===== src/rtl/game_input_frontend.sv =====
// game_input_frontend: synchronises and debounces the four game buttons into CEN-aligned
// one-shot strobes, and captures the switch value presented with each Select.
module game_input_frontend #(
    parameter int DEBOUNCE_CYCLES = 1000000,
    parameter int CNT_W = 20
) (
    input  logic       Clk,
    input  logic       Reset,
    input  logic       CEN,
    input  logic       BtnC_raw,
    input  logic       BtnD_raw,
    input  logic       BtnL_raw,
    input  logic       BtnR_raw,
    input  logic [7:0] Sw_raw,
    output logic       Select,
    output logic       Quit,
    output logic       selectLeft,
    output logic       selectRight,
    output logic [7:0] userNumber
);
    typedef enum logic [5:0] {
        IDLE   = 6'b000001,
        WAIT_P = 6'b000010,
        ARM    = 6'b000100,
        PEND   = 6'b001000,
        HELD   = 6'b010000,
        WAIT_R = 6'b100000
    } state_t;
    localparam logic [CNT_W-1:0] LAST = CNT_W'(DEBOUNCE_CYCLES - 1);
    logic [11:0] s1, s2;
    state_t st [4];
    state_t st_n [4];
    logic [CNT_W-1:0] cnt [4];
    logic [CNT_W-1:0] cnt_n [4];
    logic [3:0] pend, go;
    always_ff @(posedge Clk or posedge Reset) begin
        if (Reset) begin
            s1 <= '0;
            s2 <= '0;
        end else begin
            s1 <= {Sw_raw, BtnR_raw, BtnL_raw, BtnD_raw, BtnC_raw};
            s2 <= s1;
        end
    end
    always_comb begin
        for (int i = 0; i < 4; i++) pend[i] = st[i] == PEND;
    end
    // index 0=C 1=D 2=L 3=R; a pending button waits while any higher-priority one is pending
    assign Quit        = CEN & pend[1];
    assign Select      = CEN & pend[0] & ~pend[1];
    assign selectLeft  = CEN & pend[2] & ~pend[1] & ~pend[0];
    assign selectRight = CEN & pend[3] & ~|pend[2:0];
    assign go = {selectRight, selectLeft, Quit, Select};
    always_comb begin
        for (int i = 0; i < 4; i++) begin
            st_n[i] = st[i];
            cnt_n[i] = cnt[i];
            case (st[i])
                IDLE: if (s2[i]) begin
                    st_n[i] = WAIT_P;
                    cnt_n[i] = '0;
                end
                WAIT_P: if (!s2[i]) st_n[i] = IDLE;
                    else if (cnt[i] == LAST) st_n[i] = ARM;
                    else cnt_n[i] = cnt[i] + 1'b1;
                ARM: st_n[i] = PEND;
                PEND: if (go[i]) st_n[i] = HELD;
                HELD: if (!s2[i]) begin
                    st_n[i] = WAIT_R;
                    cnt_n[i] = '0;
                end
                WAIT_R: if (s2[i]) st_n[i] = HELD;
                    else if (cnt[i] == LAST) st_n[i] = IDLE;
                    else cnt_n[i] = cnt[i] + 1'b1;
                default: st_n[i] = IDLE;
            endcase
        end
    end
    // switches are latched on the edge into ARM so userNumber leads Select by a cycle
    always_ff @(posedge Clk or posedge Reset) begin
        if (Reset) begin
            for (int i = 0; i < 4; i++) begin
                st[i] <= IDLE;
                cnt[i] <= '0;
            end
            userNumber <= '0;
        end else begin
            for (int i = 0; i < 4; i++) begin
                st[i] <= st_n[i];
                cnt[i] <= cnt_n[i];
            end
            if (st[0] == WAIT_P && s2[0] && cnt[0] == LAST) userNumber <= s2[11:4];
        end
    end
endmodule


===== config.mk =====
export PLATFORM = sky130hd
export DESIGN_NAME = game_input_frontend
export DESIGN_NICKNAME = d
export VERILOG_FILES = /design/src/rtl/game_input_frontend.sv
export SDC_FILE = /design/constraint.sdc
export NUM_CORES = 1
export LEC_CHECK = 0
export BUFFER_PORTS_ARGS = -buffer_cell sky130_fd_sc_hd__buf_2
export CORE_ASPECT_RATIO = 1.4
export CORE_MARGIN = 2
export CORE_UTILIZATION = 62
export DETAILED_ROUTE_END_ITERATION = 7
export PLACE_DENSITY = 0.8
export SETUP_SLACK_MARGIN = 0.1
export SLEW_MARGIN = 5
export SYNTH_ARGS = -nofsm -noshare
export SYNTH_HDL_FRONTEND = slang
export SYNTH_SLANG_ARGS = --single-unit

===== constraint.sdc =====
create_clock -name Clk -period 4.8 [get_ports Clk]
set_clock_uncertainty 0.15 [all_clocks]
set_input_delay 0 -clock Clk [delete_from_list [all_inputs] [get_ports Clk]]
set_output_delay 0 -clock Clk [all_outputs]
set_load 0.03 [all_outputs]

Word-level counts from Yosys, hierarchy flattened
Index checks and enable logic that the tools add are counted.
{ "op_classes": {"n_reduce_logical": 16, "bitwise_logic": 10, "mux": 56, "add_sub_neg": 4, "eq_ne": 56} }
{ "ops": {"columns": ["cell", "n"], "rows": [
  ["two-way mux 20 bit", 20],
  ["one-hot mux 20 bit (4 select lines)", 4],
  ["two-way mux 6 bit", 28],
  ["one-hot mux 6 bit (6 select lines)", 4],
  ["adder 20 x 1 -> 20 bit, second input constant", 4],
  ["equality test 20 bit, second input constant", 4],
  ["!= test 2 bit, second input constant", 20],
  ["AND reduction 5 bit", 8],
  ["equality test 6 x 1 -> 1 bit, second input constant", 4],
  ["equality test 6 x 2 -> 1 bit, second input constant", 4],
  ["equality test 6 x 3 -> 1 bit, second input constant", 4],
  ["equality test 6 x 4 -> 1 bit, second input constant", 4],
  ["equality test 6 x 5 -> 1 bit, second input constant", 4],
  ["equality test 6 bit, second input constant", 4],
  ["!= test 3 bit, second input constant", 7],
  ["nonzero test 4 bit", 4],
  ["bitwise AND 1 bit", 8],
  ["!= test 3 x 2 -> 1 bit, second input constant", 1],
  ["OR reduction 3 bit", 1],
  ["logical AND 1 bit", 2],
  ["inverter 1 bit", 2],
  ["zero test 1 bit", 1]
]} }
{ "word_totals": {"out_inout_bits": 12, "word_cells": 153, "regBits": 136, "in_bits": 15} }

Longest topological paths before layout
Gate-level depths: netlist of the first run.
{ "logic_depth": {"word_depth": 6, "mapped_depth": 9} }

Least setup slack after synthesis of the first run
Ideal clock, no wire load.
{ "synth_timing": {"kind": "reg2reg", "start": "reg cnt[51] in the netlist's numbering", "end": "reg st[16] in the netlist's numbering", "n_path_buf": 0, "stages_incl_launch_ff": 7, "required_time_ns": 4.581, "synth_period_minus_slack_ns": 2.402, "setup_ns": 0.069, "setup_slack_ns": 2.398, "arrival_ns": 2.183, "path_cell_list": "dfrtp_1 -> nor4b_1 -> and4b_1 -> a31oi_1 -> or3_1 -> nor2_1 -> a311o_1"} }
{ "synth_between": {"elab_chain_cells": 3, "elab_cells_between_ends": 4, "classes_between": "3 x eq/ne; 1 x reduce/logical"} }
{ "synth_lines": {"columns": ["element", "line", "source"], "rows": [
  ["start, declared", "33", "logic [CNT_W-1:0] cnt [4];"],
  ["start signal, assigned by index", "90", "cnt[i] <= cnt_n[i];"],
  ["equality test 20 bit *", "64, 73", null],
  ["!= test 3 bit (no line)", null, null],
  ["AND reduction 5 bit (no line) *", null, null],
  ["end signal, assigned by index", "89", "st[i] <= st_n[i];"],
  ["end, declared", "31", "state_t st [4];"]
]} }
Every way passes the cells marked *; elsewhere a longest branch is shown, timed or not.
A chain may end at the register's enable or synchronous reset.

Worst setup path in the final report of the first run
{ "layout_timing": {"start": "reg st[14] in the netlist's numbering", "end": "out Quit"} }
{ "layout_between": {"elab_chain_cells": 2} }
{ "layout_lines": {"columns": ["element", "line", "source"], "rows": [
  ["equality test 6 x 4 -> 1 bit", "46", "for (int i = 0; i < 4; i++) pend[i] = st[i] == PEND;"],
  ["bitwise AND 1 bit", "49", "assign Quit = CEN & pend[1];"],
  ["end, declared", "16", "output logic Quit,"]
]} }
Every way passes these cells.

==> results of run 1 <==
==> cells by family after synthesis <==
logic type      after synthesis
simple gates                346
compound gates              217
mux                          10
buf+inv                      45
xor+xnor                     14
flops                       136
fa+ha+maj                     5
==> layer usage <==
| metal | up-vias | wire length [um] | track usage (%) |
|---|---|---|---|
| met2 | 148 | 8370 | 47.9 |
| li1 | 2929 | - | - |
| met5 | - | 0 | 0 |
| met3 | 33 | 570 | 5.95 |
| met4 | 0 | 334 | 10.1 |
| met1 | 3046 | 6510 | 32.2 |
==> sequential cells by signal, summed over array words and instances, names as in the netlist <==
register	count
s1	12
s2	12
userNumber	8
st	24
cnt	80
==> final cells by class <==
class                           count  share of cell area [%]
Clock buffer                       19                    5.51
Clock inverter                     12                    1.89
Inverter                           11                   0.545
Multi-Input combinational cell    592                    43.4
Sequential cell                   136                    42.4
Tap cell                          144                    2.24
Timing Repair Buffer               46                    3.96
==> cells in the final DEF, fill, tap and decap left out, drive strengths merged, types with 4 or more instances in the layout <==
master / count
inv: 12
and3: 17
mux2: 9
nor4b: 5
nor2b: 14
a21oi: 41
nand3: 42
ha: 4
dlygate4sd3: 15
a22o: 6
o21ai: 83
o31ai: 12
and2: 15
xnor2: 6
clkinv: 6
or3: 8
o22ai: 5
dfrtp: 132
and4: 7
nand4: 12
dfstp: 4
xor2: 8
or4: 6
nor3: 22
nor4: 17
nand2b: 8
a31oi: 31
nand3b: 8
nand2: 86
or2: 4
buf: 31
a41oi: 5
a21o: 6
clkbuf: 19
nor2: 63
==> stage by stage <==
step	hold WS [ns]	cell area (um^2)	total power [mW]
after floorplan	-0.119	7070	1.96
after global placement	-0.159	7290	2.09
after detailed placement	-0.153	7290	2.13
after CTS	0.0568	8030	3.45
after global routing	0.0710	8030	3.62
final	0.0647	8030	3.45
==> worst max path at each step <==
stage / from / endpoint / slack (ns) / cells after the start
2_1_floorplan: Reset / cnt[0]$_DFFE_PP0P_ / 1.02 / 1
3_3_place_gp: st[14]$_DFFE_PP0P_ / st[16]$_DFFE_PP0P_ / 2.07 / 6
3_5_place_dp: st[14]$_DFFE_PP0P_ / st[16]$_DFFE_PP0P_ / 1.98 / 6
4_1_cts: cnt[40]$_DFFE_PP0P_ / Quit / 1.75 / 7
5_1_grt: cnt[40]$_DFFE_PP0P_ / Quit / 1.52 / 7
6_report: st[14]$_DFFE_PP0P_ / Quit / 1.71 / 6
==> worst reg2reg max path: cells and delay by family, from the launching register on <==
family,cells,cell delay (ns)
simple gates,3,0.72
compound gates,3,1.49
flops,1,0.44
==> report_power, final <==
| part | switching, mW | internal, mW |
|---|---|---|
| clock | 0.490 | 0.826 |
| sequential | 0.133 | 1.24 |
| combinational | 0.484 | 0.283 |
==> timing repair <==
item                                    CTS  global route
endpoints found under the setup margin    0             0
hold endpoints to repair                 96             0
hold buffers                             15             0
==> impl_metrics.py, run 1 <==
metrics = {
    "outcome": {
        "status": "completed",
    },
    "yosys": {
        "yosysTopAreaCellShare_pct": 46.7,
        "synth_commonest_cells": "132 x dfrtp_1, 86 x nand2_1, 82 x o21ai_0",
        "yosysWarnings": 0,
        "synthCells": 773,
        "syn_area_um2": 7070,
        "synth_area_leaders": "dfrtp_1 47%, o21ai_0 5.8%, nand2_1 4.6%",
        "synthMuxAreaShare_pct": 1.57,
        "synth_adder_area_share_pct": 0.849,
        "synth_top_cell_by_area": "dfrtp_1",
        "synth_top_family_by_area": "simple AND/OR/NAND/NOR gates",
        "ys.flop_type": "dfrtp_1",
        "ys_seq_area_share_pct": 48.2,
        "syn_avg_cell_area_um2": 9.15,
        "synth_edf_count": 0,
        "yosys.area_share.simple_pct": 25.9,
        "synth_xor_area_share_pct": 1.73,
        "synth_seq_cells": 136,
        "yosysMostFrequentCell": "dfrtp_1",
        "yosys.cell_types.count": 74,
        "syn_nets": 792,
        "synth-compound-area-share_pct": 19.2,
        "ys_async_sr_fraction_pct": 100,
    },
    "cells_and_area": {
        "final_cells": 960,
        "area_growth_pct": 13.6,
        "regArea_um2": 3410,
        "layout-drive-gt1-share_pct": 11.2,
        "multi_input_area_um2": 3490,
        "nets": 823,
        "fill_cells": 808,
        "num_antenna_cells": 0,
        "fin_util_pct": 71.6,
    },
    "worst_hold_path": {
        "min_path_type": "input pin to flop",
        "worstHoldPathCells": 2,
        "hold_path_startpoint": "BtnD_raw",
        "holdPathEnd": "s1[1]$_DFF_PP0_",
    },
    "drt": {
        "wire_per_inst_um": 16.4,
        "vias": 6156,
        "drt_first_pass_iters": 5,
        "via_per_inst": 6.41,
        "drc": 0,
        "first_iter_violations": 385,
        "final_antenna_net_count": 0,
        "postRouteWirelength_um": 15800,
    },
    "grt": {
        "grt_usage_pct": 27.1,
        "grt_pass1_vias": 5807,
        "overflow": 0,
        "grt_max_degree": 58,
        "antenna_found_initial": 0,
        "grt_first_pass_wirelength_um": 26600,
    },
    "cts": {
        "cts_resized": 0,
        "post-cts-setup-buffers": 0,
        "clockRootBuffer": "clkbuf_16",
        "clock_latency_ns": 0.42,
        "path_clk_slew_ns": 0.06,
        "cts_tree": "done",
        "cts.htree.levels": 4,
        "clk_path_buf_depth": 2,
        "cts.sinks": 136,
        "numCtsBuffers": 17,
    },
    "place": {
        "portBuffers": 26,
        "place_ws_ns": 1.98,
        "dpl.cell_count": 914,
        "hpwl_um": 10200,
        "place_congestion": 0.867,
    },
    "timing": {
        "slew_violations": 0,
        "layout_min_cycle_time_ns": 3.09,
        "period_share_pct": 64.3,
        "rsz0062_at_grt": "false",
        "worst_slew_pin_slew_ns": 1.20,
        "slew_headroom_pct": 20.0,
        "hold_violations": 0,
        "setup_tns_ns": 0,
        "fmax_mhz": 324,
        "setup_viol": 0,
        "setup_ws_ns": 1.71,
    },
    "critical_path": {
        "cp_cell_sequence": "nor4_1 > o21ai_0 > a31oi_2 > or3_1 > nor2_1 > buf_2",
        "rr_endpoint": "st[16]$_DFFE_PP0P_",
        "critical_path.top_delay_family": "compound AO/OA/AOI/OAI gates",
        "arrival_ns": 2.94,
        "slowest_stage": "a31oi_2",
        "worst-setup-path-type": "flop to primary output",
        "required_ns": 4.65,
        "r2r_cells": 6,
        "endpoint_kind": "primary output",
        "timing.rr.start": "st[14]$_DFFE_PP0P_",
        "cpPeakStageDelay_ns": 0.96,
        "rrSetupSlack_ns": 1.89,
        "cp_max_fo": 28,
        "start_kind": "flop",
        "path_buf_inv": 1,
    },
    "floorplanning": {
        "io_pins": 27,
        "die_area_um2": 12300,
        "die_y_um": 130,
        "num_rows": 46,
        "core_area_um2": 11200,
        "start_util_pct": 63.0,
        "die_x_um": 94.3,
    },
    "power_and_ir_drop": {
        "powerDensity_nw_per_um2": 430,
        "cellLeakagePower_nw": 3.48,
        "ir_worst_vdd_uv": 276,
    },
    "job": {
        "cap_viol_max_count": 0,
    },
}
Note: power is estimated with default switching activity, not from simulation.
==> inputs of run 2 (changes only) <==
Clock period 4.8 ns to 3 ns, I/O delays scaled along.
==> impl_metrics.py, run 2 (synthesized netlist as in run 1, its figures left out) <==
metrics = {
    "job": {
        "cap_viol_max_count": 0,
    },
    "cells_and_area": {
        "largest-register": "cnt",
        "num_antenna_cells": 0,
        "fill_cells": 829,
        "area_growth_pct": 14.7,
        "largest_reg_flops": 80,
        "multi_input_area_um2": 3490,
        "layout-drive-gt1-share_pct": 12.0,
        "top_regs": "cnt (80), st (24)",
        "final_cell_mix": "132 x dfrtp_1, 86 x nand2_1, 82 x o21ai_0",
        "layout.cells.most_common": "dfrtp_1",
        "nets": 829,
        "regArea_um2": 3410,
    },
    "drt": {
        "final_antenna_net_count": 0,
        "vias": 6081,
        "drc": 0,
        "drt_first_pass_iters": 7,
        "first_iter_violations": 395,
        "via_per_inst": 6.29,
        "postRouteWirelength_um": 16200,
        "wire_per_inst_um": 16.7,
    },
    "critical_path": {
        "slowest_stage": "a21o_1",
        "endpoint_kind": "flop",
        "cp_max_fo": 20,
        "start_kind": "flop",
        "worst-setup-path-type": "flop to flop",
        "arrival_ns": 2.83,
        "cp_cell_sequence": "ha_1 > nand3_1 > or2_2 > o31ai_2 > a21o_1 > o21ai_0 > o31ai_1",
        "cpPeakStageDelay_ns": 0.55,
        "required_ns": 3.17,
    },
    "grt": {
        "grt_first_pass_wirelength_um": 27700,
        "grt_pass1_vias": 5873,
        "overflow": 0,
        "grt_usage_pct": 28.3,
        "antenna_found_initial": 0,
        "grt_max_degree": 136,
    },
    "floorplanning": {
        "die_x_um": 94.3,
        "die_y_um": 130,
        "num_rows": 46,
        "io_pins": 27,
        "start_util_pct": 63.0,
        "die_area_um2": 12300,
        "core_area_um2": 11200,
    },
    "outcome": {
        "status": "completed",
    },
    "cts": {
        "cts_tree": "done",
        "clock_latency_ns": 0.42,
        "cts_resized": 0,
        "cts.sinks": 136,
        "numCtsBuffers": 17,
        "post-cts-setup-buffers": 0,
        "cts.htree.levels": 4,
        "clk_path_buf_depth": 2,
        "path_clk_slew_ns": 0.06,
        "clockRootBuffer": "clkbuf_16",
        "cts_hold_buf": 15,
    },
    "power_and_ir_drop": {
        "pwr-share-clk_pct": 38.5,
        "intPower_mw": 3.79,
        "cellLeakagePower_nw": 3.52,
        "powerDensity_nw_per_um2": 695,
        "p_sw_share_pct": 32.8,
        "finalPower_mw": 5.64,
        "p_sw_mw": 1.85,
        "ir_worst_vdd_uv": 453,
        "pwr-share-seq_pct": 38.9,
        "p_comb_share_pct": 22.7,
    },
    "timing": {
        "slew_headroom_pct": 44.4,
        "setup_viol": 0,
        "period_share_pct": 88.7,
        "worst_slew_pin_slew_ns": 0.826,
        "fmax_mhz": 376,
        "setup_tns_ns": 0,
        "hold_violations": 0,
        "slew_violations": 0,
        "layout_min_cycle_time_ns": 2.66,
        "rsz0062_at_grt": "false",
    },
    "place": {
        "portBuffers": 26,
        "hpwl_um": 10500,
        "place_congestion": 0.853,
    },
    "worst_hold_path": {
        "min_path_type": "input pin to flop",
    },
}
==> run 2: area by class of cell <==
class / instances / area share (%)
Clock buffer: 17 / 5.24
Clock inverter: 15 / 2.36
Inverter: 11 / 0.555
Multi-Input combinational cell: 592 / 43.0
Sequential cell: 136 / 42.0
Tap cell: 144 / 2.22
Timing Repair Buffer: 52 / 4.63
==> run 2: through the flow <==
stage / area, um^2 / hold WS (ns) / instances / util [%] / worst slack (ns)
after floorplan: 7080 / -0.119 / 773 / - / 0.598
after global placement: 7350 / -0.271 / 920 / 65.5 / 0.546
after detailed placement: 7350 / -0.267 / 920 / 65.5 / 0.415
after CTS: 8110 / 0.0446 / 967 / 72.3 / 0.352
after global routing: 8110 / 0.0644 / 967 / 72.3 / 0.156
final: 8110 / 0.0691 / 967 / 72.3 / 0.339
==> run 2: worst paths after layout <==
check	end	cells after the start	from	slack, ns
setup / recovery	cnt[6]$_DFFE_PP0P_	7	cnt[0]$_DFFE_PP0P_	0.34
hold / removal	s1[1]$_DFF_PP0_	2	BtnD_raw	0.07
setup reg to reg	cnt[6]$_DFFE_PP0P_	7	cnt[0]$_DFFE_PP0P_	0.34
hold reg to reg	s2[3]$_DFF_PP0_	0	s1[3]$_DFF_PP0_	0.20
max in group asynchronous	cnt[9]$_DFFE_PP0P_	5	Reset	1.37
min in group asynchronous	s1[10]$_DFF_PP0_	4	Reset	0.43
==> run 2: power by group through the flow <==
| stage | clock (mW) | combinational, mW | sequential (mW) |
|---|---|---|---|
| after floorplan | 0 | 1.04 | 2.10 |
| after global placement | 0 | 1.19 | 2.20 |
| after detailed placement | 0 | 1.24 | 2.22 |
| after CTS | 2.19 | 1.26 | 2.19 |
| after global routing | 2.28 | 1.43 | 2.22 |
| final | 2.17 | 1.28 | 2.19 |
==> run 2: metal layers <==
metal / up-vias / track usage [%] / share of wire [%]
met5: - / 0 / 0
met4: 0 / 9.89 / 1.5
met3: 20 / 6.18 / 3.7
met2: 149 / 49.4 / 54
met1: 2983 / 34.8 / 41
li1: 2929 / - / -
==> run 2: worst max-delay path: cells and delay by family (launching register included) <==
family                     cells  cell delay, ns
adders and majority gates      1            0.22
DFF                            1            0.40
AOI/OAI and AO/OA              4            1.25
and+or+nand+nor                2            0.54
==> inputs of run 3 (changes only) <==
Settings changed: CORE_UTILIZATION 62 to 56, PLACE_DENSITY 0.8 to 0.76.
Clock period 3 ns to 2.25 ns, I/O delays scaled along.
==> impl_metrics.py, run 3 (synthesized netlist as in run 1, its figures left out) <==
metrics = {
    "floorplanning": {
        "die_y_um": 137,
        "die_area_um2": 13600,
        "die_x_um": 99.0,
        "num_rows": 48,
        "core_area_um2": 12300,
        "start_util_pct": 57.4,
        "io_pins": 27,
    },
    "critical_path": {
        "cp_max_fo": 5,
        "start_kind": "flop",
        "critical_path.top_delay_family": "compound AO/OA/AOI/OAI gates",
        "worst-setup-path-type": "flop to flop",
        "required_ns": 2.40,
        "cp_cell_sequence": "ha_4 > and4_4 > nand2_4 > buf_6 > buf_12 > o31ai_4 > buf_6 > a41oi_2 > o21ai_1 > o41ai_1",
        "path_buf_inv": 3,
        "endpoint_kind": "flop",
        "slowest_stage": "dfrtp_1",
        "arrival_ns": 2.57,
        "crit_top_cell": "buf_6",
        "cpPeakStageDelay_ns": 0.42,
    },
    "cells_and_area": {
        "fin_util_pct": 83.0,
        "largest-register": "cnt",
        "area_growth_pct": 44.6,
        "final_cells": 1104,
        "fin_area_um2": 10200,
        "num_antenna_cells": 0,
        "fill_cells": 585,
        "nets": 960,
        "final_cell_mix": "121 x dfrtp_1, 105 x buf_4, 80 x nand2_1",
        "top_regs": "cnt (80), st (24)",
        "largest_reg_flops": 80,
        "layout-drive-gt1-share_pct": 37.3,
        "layout.cells.most_common": "dfrtp_1",
    },
    "power_and_ir_drop": {
        "finalPower_mw": 9.49,
        "intPower_mw": 6.15,
        "p_sw_share_pct": 35.2,
        "p_comb_share_pct": 36.4,
        "powerDensity_nw_per_um2": 929,
        "pwr-share-seq_pct": 30.6,
        "cellLeakagePower_nw": 4.46,
        "ir_worst_vdd_uv": 748,
        "pwr-share-clk_pct": 33.0,
        "p_sw_mw": 3.34,
    },
    "drt": {
        "drc": 0,
        "drt_first_pass_iters": 6,
        "wire_per_inst_um": 23.1,
        "via_per_inst": 6.89,
        "final_antenna_net_count": 0,
        "vias": 7610,
        "first_iter_violations": 668,
        "postRouteWirelength_um": 25500,
    },
    "timing": {
        "setup_tns_ns": -1.18,
        "fmax_mhz": 414,
        "setup_ws_ns": -0.163,
        "period_share_pct": 107,
        "slew_headroom_pct": 41.2,
        "holdWs_ns": 0.0495,
        "worst_slew_pin_slew_ns": 0.880,
        "hold_violations": 0,
        "rsz0062_at_grt": "true",
        "layout_min_cycle_time_ns": 2.41,
        "slew_violations": 0,
        "setup_viol": 35,
    },
    "cts": {
        "cts.htree.levels": 4,
        "cts_tree": "done",
        "path_clk_slew_ns": 0.07,
        "numCtsBuffers": 17,
        "clk_path_buf_depth": 2,
        "clock_latency_ns": 0.43,
        "cts.sinks": 136,
        "clockRootBuffer": "clkbuf_16",
    },
    "grt": {
        "antenna_found_initial": 0,
        "grt_first_pass_wirelength_um": 33200,
        "overflow": 0,
        "grt_max_degree": 40,
        "grt_pass1_vias": 6891,
        "grt_usage_pct": 30.4,
    },
    "place": {
        "place_ws_ns": -0.167,
        "dpl.cell_count": 994,
        "portBuffers": 26,
        "dpl_cell_area_um2": 7970,
        "hpwl_um": 11800,
        "place_congestion": 0.892,
    },
    "worst_hold_path": {
        "min_path_type": "input pin to flop",
    },
    "job": {
        "cap_viol_max_count": 0,
    },
    "outcome": {
        "status": "finished, violations left",
        "violations": "setup timing",
    },
}
==> run 3: cell count changes in the layout (fill, tap and decap cells not counted), moves of 9 or more <==
cell	delta
a31oi_1	-9
nor2_1	-9
a21oi_1	-9
mux2_4	+9
o21ai_1	+34
dfrtp_2	+11
o21ai_2	+17
buf_4	+95
dfrtp_1	-11
o21ai_0	-52
buf_6	+24
==> run 3: final timing paths <==
kind | depth (start not counted) | startpoint | slack [ns] | to
max | 10 | cnt[60]$_DFFE_PP0P_ | -0.16 | cnt[79]$_DFFE_PP0P_
min | 2 | Sw_raw[0] | 0.05 | s1[4]$_DFF_PP0_
max reg2reg | 10 | cnt[60]$_DFFE_PP0P_ | -0.16 | cnt[79]$_DFFE_PP0P_
min reg2reg | 0 | s1[6]$_DFF_PP0_ | 0.20 | s2[6]$_DFF_PP0_
max in group asynchronous | 4 | Reset | 1.07 | st[0]$_DFFE_PP1P_
min in group asynchronous | 3 | Reset | 0.14 | cnt[77]$_DFFE_PP0P_
==> run 3: repair_timing <==
item | CTS | global route
setup endpoints to repair | 66 | 99
buffers inserted | 19 | 35
gates cloned | 3 | 7
hold buffers | 14 | 0
gates resized for setup | 102 | 151
pin swaps | 32 | 60
hold endpoints to repair | 46 | 0
==> run 3: layout make-up <==
cell class,count,area [um^2],area share [%]
multi-input cells,593,4290,41.9
flip-flops and latches,136,3420,33.5
repair buffers,182,1630,16.0
clock buffers,18,439,4.30
clock inverters,14,210,2.06
well taps,150,188,1.84
inverters,11,45.0,0.441
==> run 3: layer usage <==
metal	up-vias	GRT usage (%)	wire [um]
met5	-	0	0
met4	0	15.2	1600
met3	174	5.26	1630
met2	519	55.0	13300
met1	3720	34.3	9040
li1	3197	-	-
==> run 3: power by group through the flow <==
stage | Combinational [mW] | Sequential (mW) | Clock (mW)
2_1_floorplan | 1.45 | 2.81 | 0
3_3_place_gp | 2.06 | 2.85 | 0
3_5_place_dp | 2.14 | 2.87 | 0
4_1_cts | 2.48 | 2.84 | 3.10
5_1_grt | 3.62 | 2.91 | 3.23
6_report | 3.46 | 2.90 | 3.13
==> run 3: worst reg2reg max path, delay by kind of cell (launching register included) <==
family,cells,cell delay [ns]
DFF,1,0.42
buffers and inverters,3,0.46
and+or+nand+nor,2,0.32
adders and majority gates,1,0.18
AOI/OAI and AO/OA,4,0.76
